File: config.mk
export PLATFORM = sky130hd
export DESIGN_NAME = sargantana_icache_refill_buffer
export DESIGN_NICKNAME = d
export VERILOG_FILES = /design/src/rtl/sargantana_icache_refill_buffer.sv
export SDC_FILE = /design/constraint.sdc
export NUM_CORES = 1
export LEC_CHECK = 0
export BUFFER_PORTS_ARGS = -buffer_cell sky130_fd_sc_hd__buf_2
export CAP_MARGIN = 20
export CORE_AREA = 2 2 300 302
export CTS_CLUSTER_DIAMETER = 40
export DETAILED_ROUTE_END_ITERATION = 12
export DIE_AREA = 0 0 302 304
export GPL_TIMING_DRIVEN = 0
export PLACE_DENSITY_LB_ADDON = 0.15
export RECOVER_POWER = 50
export SLEW_MARGIN = 10
export SYNTH_ARGS = -nofsm -noshare
export SYNTH_HDL_FRONTEND = slang
export SYNTH_SLANG_ARGS = --single-unit
File: constraint.sdc
create_clock -name clk_i -period 2.2 [get_ports clk_i]
set_clock_uncertainty 0.15 [all_clocks]
set_input_delay 0.22 -clock clk_i [delete_from_list [all_inputs] [get_ports clk_i]]
set_output_delay 0.22 -clock clk_i [all_outputs]
set_load 0.005 [all_outputs]
File: src/rtl/sargantana_icache_refill_buffer.sv
// Instruction-cache refill buffer: issues one line request to L2, assembles the
// in-order response beats into a full line and hands it to the tag/data checker.

package sargantana_icache_pkg;
  localparam int WAY_WIDHT = 512;
endpackage

module sargantana_icache_refill_buffer
  import sargantana_icache_pkg::*;
#(
  parameter int BEAT_WIDTH  = 128,
  parameter int PADDR_WIDTH = 40
) (
  input  logic                   clk_i,
  input  logic                   rstn_i,
  input  logic                   miss_i,
  input  logic [PADDR_WIDTH-1:0] miss_paddr_i,
  input  logic                   kill_i,
  output logic                   l2_req_valid_o,
  input  logic                   l2_req_ready_i,
  output logic [PADDR_WIDTH-1:0] l2_req_addr_o,
  input  logic                   l2_resp_valid_i,
  input  logic [BEAT_WIDTH-1:0]  l2_resp_data_i,
  output logic                   ifill_valid_o,
  output logic [WAY_WIDHT-1:0]   ifill_data_o,
  output logic [PADDR_WIDTH-1:0] ifill_paddr_o,
  output logic                   busy_o
);

  localparam int N_BEATS  = WAY_WIDHT / BEAT_WIDTH;
  localparam int CNT_W    = (N_BEATS > 1) ? $clog2(N_BEATS) : 1;
  localparam int OFFSET_W = $clog2(WAY_WIDHT / 8);

  localparam logic [CNT_W-1:0] LAST_BEAT = CNT_W'(N_BEATS - 1);

  typedef enum logic [1:0] {
    IDLE,
    REQ,
    COLLECT,
    DRAIN
  } state_e;

  state_e                 r_state;
  state_e                 w_next_state;
  logic [CNT_W-1:0]       r_cnt;
  logic [PADDR_WIDTH-1:0] r_addr;
  logic [WAY_WIDHT-1:0]   r_line;
  logic                   r_fill_valid;

  logic                   w_accept_miss;
  logic                   w_beat_counted;
  logic                   w_last_beat;
  logic                   w_write_beat;
  logic                   w_fill;
  logic [PADDR_WIDTH-1:0] w_line_addr;

  assign w_line_addr    = {miss_paddr_i[PADDR_WIDTH-1:OFFSET_W], {OFFSET_W{1'b0}}};
  assign w_accept_miss  = (r_state == IDLE) && miss_i && !kill_i;
  assign w_beat_counted = l2_resp_valid_i && ((r_state == COLLECT) || (r_state == DRAIN));
  assign w_last_beat    = w_beat_counted && (r_cnt == LAST_BEAT);
  assign w_write_beat   = l2_resp_valid_i && (r_state == COLLECT);
  // A kill arriving with the final beat still abandons the line.
  assign w_fill         = w_write_beat && (r_cnt == LAST_BEAT) && !kill_i;

  // NOTE: sequential state uses non-blocking assignments so every flop samples
  // the pre-edge values, independent of process evaluation order.
  always_ff @(posedge clk_i or negedge rstn_i) begin
    if (!rstn_i) begin
      r_state <= IDLE;
    end else begin
      r_state <= w_next_state;
    end
  end

  // NOTE: next state is defaulted to the current state first, so no path through
  // the case leaves it unassigned and no latch is inferred.
  always_comb begin
    w_next_state = r_state;
    unique case (r_state)
      IDLE: begin
        if (w_accept_miss) w_next_state = REQ;
      end
      REQ: begin
        if (kill_i) begin
          // A handshake in the kill cycle means L2 will still send the line.
          w_next_state = l2_req_ready_i ? DRAIN : IDLE;
        end else if (l2_req_ready_i) begin
          w_next_state = COLLECT;
        end
      end
      COLLECT: begin
        if (w_last_beat)  w_next_state = IDLE;
        else if (kill_i)  w_next_state = DRAIN;
      end
      DRAIN: begin
        if (w_last_beat) w_next_state = IDLE;
      end
      default: w_next_state = IDLE;
    endcase
  end

  always_ff @(posedge clk_i or negedge rstn_i) begin
    if (!rstn_i) begin
      r_cnt        <= '0;
      r_addr       <= '0;
      r_fill_valid <= 1'b0;
    end else begin
      r_fill_valid <= w_fill;
      if (w_accept_miss) begin
        r_addr <= w_line_addr;
        r_cnt  <= '0;
      end else if (w_beat_counted) begin
        r_cnt <= w_last_beat ? '0 : r_cnt + 1'b1;
      end
    end
  end

  // NOTE: the line storage is reset because its reset value is visible on
  // ifill_data_o; pure data storage would normally be left unreset.
  always_ff @(posedge clk_i or negedge rstn_i) begin
    if (!rstn_i) begin
      r_line <= '0;
    end else if (w_write_beat) begin
      for (int b = 0; b < N_BEATS; b++) begin
        if (r_cnt == CNT_W'(b)) r_line[b*BEAT_WIDTH +: BEAT_WIDTH] <= l2_resp_data_i;
      end
    end
  end

  assign l2_req_valid_o = (r_state == REQ);
  assign l2_req_addr_o  = r_addr;
  assign ifill_valid_o  = r_fill_valid;
  assign ifill_data_o   = r_line;
  assign ifill_paddr_o  = r_addr;
  assign busy_o         = (r_state != IDLE);

endmodule

==> Word-level counts from Yosys, hierarchy flattened <==
Cells that the tools add are included.
{ "totals": {"register_bits": 551, "out_inout_bits": 595, "wordCells": 48, "inputBits": 174} }
{ "op_classes": {"mux": 11, "n_addsub": 1, "reduce_logical": 18, "eq_ne": 10} }
{ "op_table": {"columns": ["cell", "count"], "rows": [
  ["$mux 2", 10],
  ["$eq 2x2->1 const B", 4],
  ["$pmux 2 s4", 1],
  ["$reduce_and 2->1", 4],
  ["$logic_and 1x1->1", 7],
  ["$eq 2x1->1 const B", 2],
  ["$logic_not 2->1", 2],
  ["$ne 2x2->1 const B", 2],
  ["$reduce_and 4->1", 1],
  ["$reduce_bool 2->1", 2],
  ["$ne 3x2->1 const B", 1],
  ["$ne 3x3->1 const B", 1],
  ["$add 2x1->2 const B", 1],
  ["$logic_not 1->1", 1],
  ["$logic_or 1x1->1", 1]
]} }

==> Longest topological paths before layout <==
{ "depth": {"ltp_word": 7, "ltp_mapped": 6} }

==> Worst setup path before layout <==
Ideal clock, no wire load.
{ "synth_path": {"path_kind": "flip-flop to flip-flop", "start": "reg r_state[1]", "end": "reg r_addr[11], in the netlist ifill_paddr_o[11]", "stages_incl_launch_ff": 7, "arrival_ns": 1.525, "path_slack_ns": 0.400, "required_ns": 1.925, "path_buffers": 3, "cell_sequence": "dfrtp_1 buf_6 or2_4 nor3b_2 buf_6 buf_12 mux2_4"} }
{ "synth_between": {"elab_chain_cells": 3} }
{ "synth_rtl": {"columns": ["item", "line_no", "rtl"], "rows": [
  ["start, declared", "43", "state_e r_state;"],
  ["start signal, assigned", "71", "r_state <= w_next_state;"],
  ["$logic_not 2->1", "58", "assign w_accept_miss = (r_state == IDLE) && miss_i && !kill_i;"],
  ["$logic_and 1x1->1 (2 in a row)", "58", null],
  ["end signal, assigned", "110", "r_addr <= w_line_addr;"],
  ["end, declared", "46", "logic [PADDR_WIDTH-1:0] r_addr;"]
]} }
Every way passes these cells.
A chain may end at the register's enable or synchronous reset.

==> Worst setup path in the final report <==
{ "layout_path": {"start": "reg r_cnt[0]", "end": "reg r_line[434], in the netlist ifill_data_o[434]"} }
{ "layout_between": {"elab_chain_cells": 2} }
{ "layout_rtl": {"columns": ["item", "line_no", "rtl"], "rows": [
  ["start, declared", "45", "logic [CNT_W-1:0] r_cnt;"],
  ["start signal, assigned", "113", "r_cnt <= w_last_beat ? '0 : r_cnt + 1'b1;"],
  ["$eq 2x2->1", "125", "if (r_cnt == CNT_W'(b)) r_line[b*BEAT_WIDTH +: BEAT_WIDTH] <= l2_resp_data_i;"],
  ["$reduce_and 2->1 (no source line)", null, null],
  ["end signal, assigned by index", "125", null],
  ["end, declared", "47", "logic [WAY_WIDHT-1:0] r_line;"]
]} }
Every way passes these cells.

==> results.sh <==
export IMPL_p_int_uw=33400
export IMPL_groute_usage_overall_pct=15.5
export IMPL_yosysMostFrequentCell="dfrtp_1"
export IMPL_period_minus_slack_ps=2060
export IMPL_cts_htree_levels=3
export IMPL_clkPwrFrac_pct=34.2
export IMPL_grt_pass1_wl_um=105000
export IMPL_fin_setup_tns_ps=0
export IMPL_setup_slack_ps=143
export IMPL_antenna_found_initial=2
export IMPL_status="finished with violations"
export IMPL_fin_cells=3529
export IMPL_die_w_um=302
export IMPL_cts_root_buf="clkbuf_16"
export IMPL_worst_pin_slew_ps=987
export IMPL_die_area_mm2=0.0918
export IMPL_clkTransAtPathRegs_ps=50
export IMPL_worstPathCellList="ha_1 > nand3_2 > or2_4 > buf_6 > buf_6 > mux2_4"
export IMPL_power_density_mw_per_mm2=1480
export IMPL_clock_latency_ps=640
export IMPL_fill_cells=8799
export IMPL_r2r_end="ifill_data_o[434]"
export IMPL_post_cts_hold_buffer_count=166
export IMPL_min_path_type="input pin to async pin"
export IMPL_drv_slew=0
export IMPL_drt_initial_drc_count=491
export IMPL_rrSetupSlack_ps=140
export IMPL_rows=110
export IMPL_initial_utilization_pct=24.3
export IMPL_synthTopCellsByArea="dfrtp_1, mux2_2, mux2_4"
export IMPL_yosysWarnings=0
export IMPL_clock_sinks=551
export IMPL_violations="hold timing"
export IMPL_synth_edff_count=0
export IMPL_worst_setup_path_end_kind="flop"
export IMPL_routed_wirelength_um=72300
export IMPL_ios=769
export IMPL_hold_violations=92
export IMPL_reg2reg_from="r_cnt[0]"
export IMPL_ys_top_cells_by_count="dfrtp_1, mux2_2, mux2_4"
export IMPL_synth_area_per_cell_um2=17.5
export IMPL_p_comb_share_pct=29.5
export IMPL_switchingPower_uw=13900
export IMPL_dp_hpwl_um=52700
export IMPL_tritoncts="built"
export IMPL_cp_required_ps=2580
export IMPL_area_delta_synth_final_pct=47.8
export IMPL_synth_top_cell_area_share_pct=63.8
export IMPL_vias=14380
export IMPL_nets=2447
export IMPL_cts_buffers=101
export IMPL_synth_area_leader_cell="dfrtp_1"
export IMPL_cpMostUsedCell="buf_6"
export IMPL_io_buffers=750
export IMPL_wl_per_cell_um=20.5
export IMPL_ys_types=25
export IMPL_fin_crit_sh_pct=93.5
export IMPL_via_per_inst=4.07
export IMPL_ys_ff_latch=551
export IMPL_overflow=0
export IMPL_arrival_ps=2430
export IMPL_vdd_drop_max_uv=881
export IMPL_worstSetupPathType="flop to flop"
export IMPL_drive_gt1_share_pct=56.1
export IMPL_rsz0062_at_grt="false"
export IMPL_async_flop_share_pct=100
export IMPL_slowest_delay_ps=430
export IMPL_fmax_ghz=0.486
export IMPL_antenna_left=0
export IMPL_grt_max_degree=105
export IMPL_gp_congestion=0.764
export IMPL_cts_buffer_depth=3
export IMPL_dp_slack_ps=-163
export IMPL_drtPass1Iterations=4
export IMPL_final_area_mm2=0.0319
export IMPL_final_setup_viol_count=0
export IMPL_dieHeight_um=304
export IMPL_switching_share_pct=29.4
export IMPL_slew_headroom_pct=34.2
export IMPL_yosysSeqAreaShare_pct=63.8
export IMPL_core_area_mm2=0.0890
export IMPL_power_leakage_uw=0.0157
export IMPL_detailed_place_area_mm2=0.0270
export IMPL_whs_ps=-564
export IMPL_start_kind="flop"
export IMPL_dp_cells=3176
export IMPL_cp_max_fo=10
export IMPL_cpMaxStageDelayCell="dfrtp_1"
export IMPL_grt_pass1_vias=15532
export IMPL_postSynthCellCount=1234
export IMPL_r2r_cells=6
export IMPL_p_seq_share_pct=36.3
export IMPL_drc=0
export IMPL_synthesis_area_mm2=0.0216
export IMPL_cap_violations=0
export IMPL_ys_flop_type="dfrtp_1"
## per-layer routing
metal / vias up / GRT usage, % / routed length, µm
met2: 510 / 27.3 / 37100
li1: 6408 / - / -
met4: 0 / 6.39 / 2590
met5: - / 0 / 0
met1: 7334 / 17.2 / 27500
met3: 128 / 4.82 / 5190
## flip-flops by register name, summed over array words and instances (netlist names)
name,count
ifill_data_o,512
ifill_paddr_o,34
ifill_valid_o,1
r_cnt,2
r_state,2
## cell families (layout without fill, tap and decap cells)
group / Yosys count / after routing / synth area share, %
multiplexers: 547 / 547 / 30.9
AO/OA/AOI/OAI: 5 / 5 / 0.151
AND/OR/NAND/NOR: 16 / 16 / 0.469
XOR/XNOR: 1 / 1 / 0.0405
adder cells (fa/ha/maj): 4 / 4 / 0.232
buffers and inverters: 109 / 1216 / 4.41
flip-flops: 551 / 551 / 63.8
other: 1 / 13 / 0.0174
## cell type report
| class | count | area [µm²] | area share, % |
|---|---|---|---|
| Sequential cell | 551 | 13800 | 43.2 |
| Multi-Input combinational cell | 585 | 6910 | 21.6 |
| Timing Repair Buffer | 921 | 5210 | 16.3 |
| Clock buffer | 130 | 2830 | 8.85 |
| Tap cell | 1176 | 1470 | 4.61 |
| Buffer | 107 | 966 | 3.02 |
| Clock inverter | 56 | 763 | 2.39 |
| Inverter | 2 | 7.51 | 0.0235 |
| Antenna cell | 1 | 2.50 | 0.00783 |
## critical path, delay by kind of cell (launching register included)
family                     cells  cell delay, ps
muxes                          1             320
buffers and inverters          2             500
and+or+nand+nor                2             280
adders and majority gates      1             250
DFF                            1             430
## repair_timing
action                                 4_1_cts  5_1_grt
gates resized for setup                      1        5
endpoints found under the hold margin      640       89
buffers inserted                             0        0
setup endpoints to repair                  100       20
cloned                                       0        0
## how the worst max path moves through the flow
stage,startpoint,to,cells after the start
after floorplan,r_state[1],ifill_paddr_o[11],6
after global placement,rstn_i,ifill_data_o[432],1
after detailed placement,r_state[1],ifill_data_o[266],6
after CTS,r_state[1],ifill_data_o[16],6
after global routing,r_cnt[0],ifill_data_o[400],6
final,r_cnt[0],ifill_data_o[434],6
## power groups by stage
stage,Combinational (µW),Clock (µW),Sequential [µW]
finish,14000,16200,17200
CTS,15000,16700,17100
global route,15100,17200,17800
detailed placement,14700,0,17200
global placement,14600,0,17100
floorplan,6240,0,17500
## layout by cell type, fill, tap and decap left out, types with 2 or more instances in the layout
cell           synthesis  routed
dfrtp_1              551     551
inv_6                  0       6
a21oi_1                2       2
clkinv_8               0       2
clkbuf_8               0      15
buf_6                 29      33
bufinv_16              0      15
buf_12                 3       3
conb_1                 1      12
buf_8                  0       2
nor2_1                 3       3
clkinv_2               0      12
clkinv_4               0       5
clkbuf_1               0     278
mux2_2               409     409
clkinvlp_4             0      15
buf_16                 0       4
clkbuf_16              0     103
buf_4                 73      70
buf_2                  2     481
nand2_1                5       5
buf_1                  0       3
dlygate4sd3_1          0     166
inv_1                  2       2
ha_1                   4       4
mux2_4               137     137
or2_4                  2       2
## per-stage QoR
stage                     total power [µW]  utilization, %  hold slack, ps
final                                47300            35.9            -564
after global placement               31600            30.2             304
after CTS                            48800            36.2            -582
after detailed placement             31900            30.3             154
after global routing                 50100            35.9            -546
after floorplan                      23700               -            -226
Note: power is estimated with default switching activity, not from simulation.
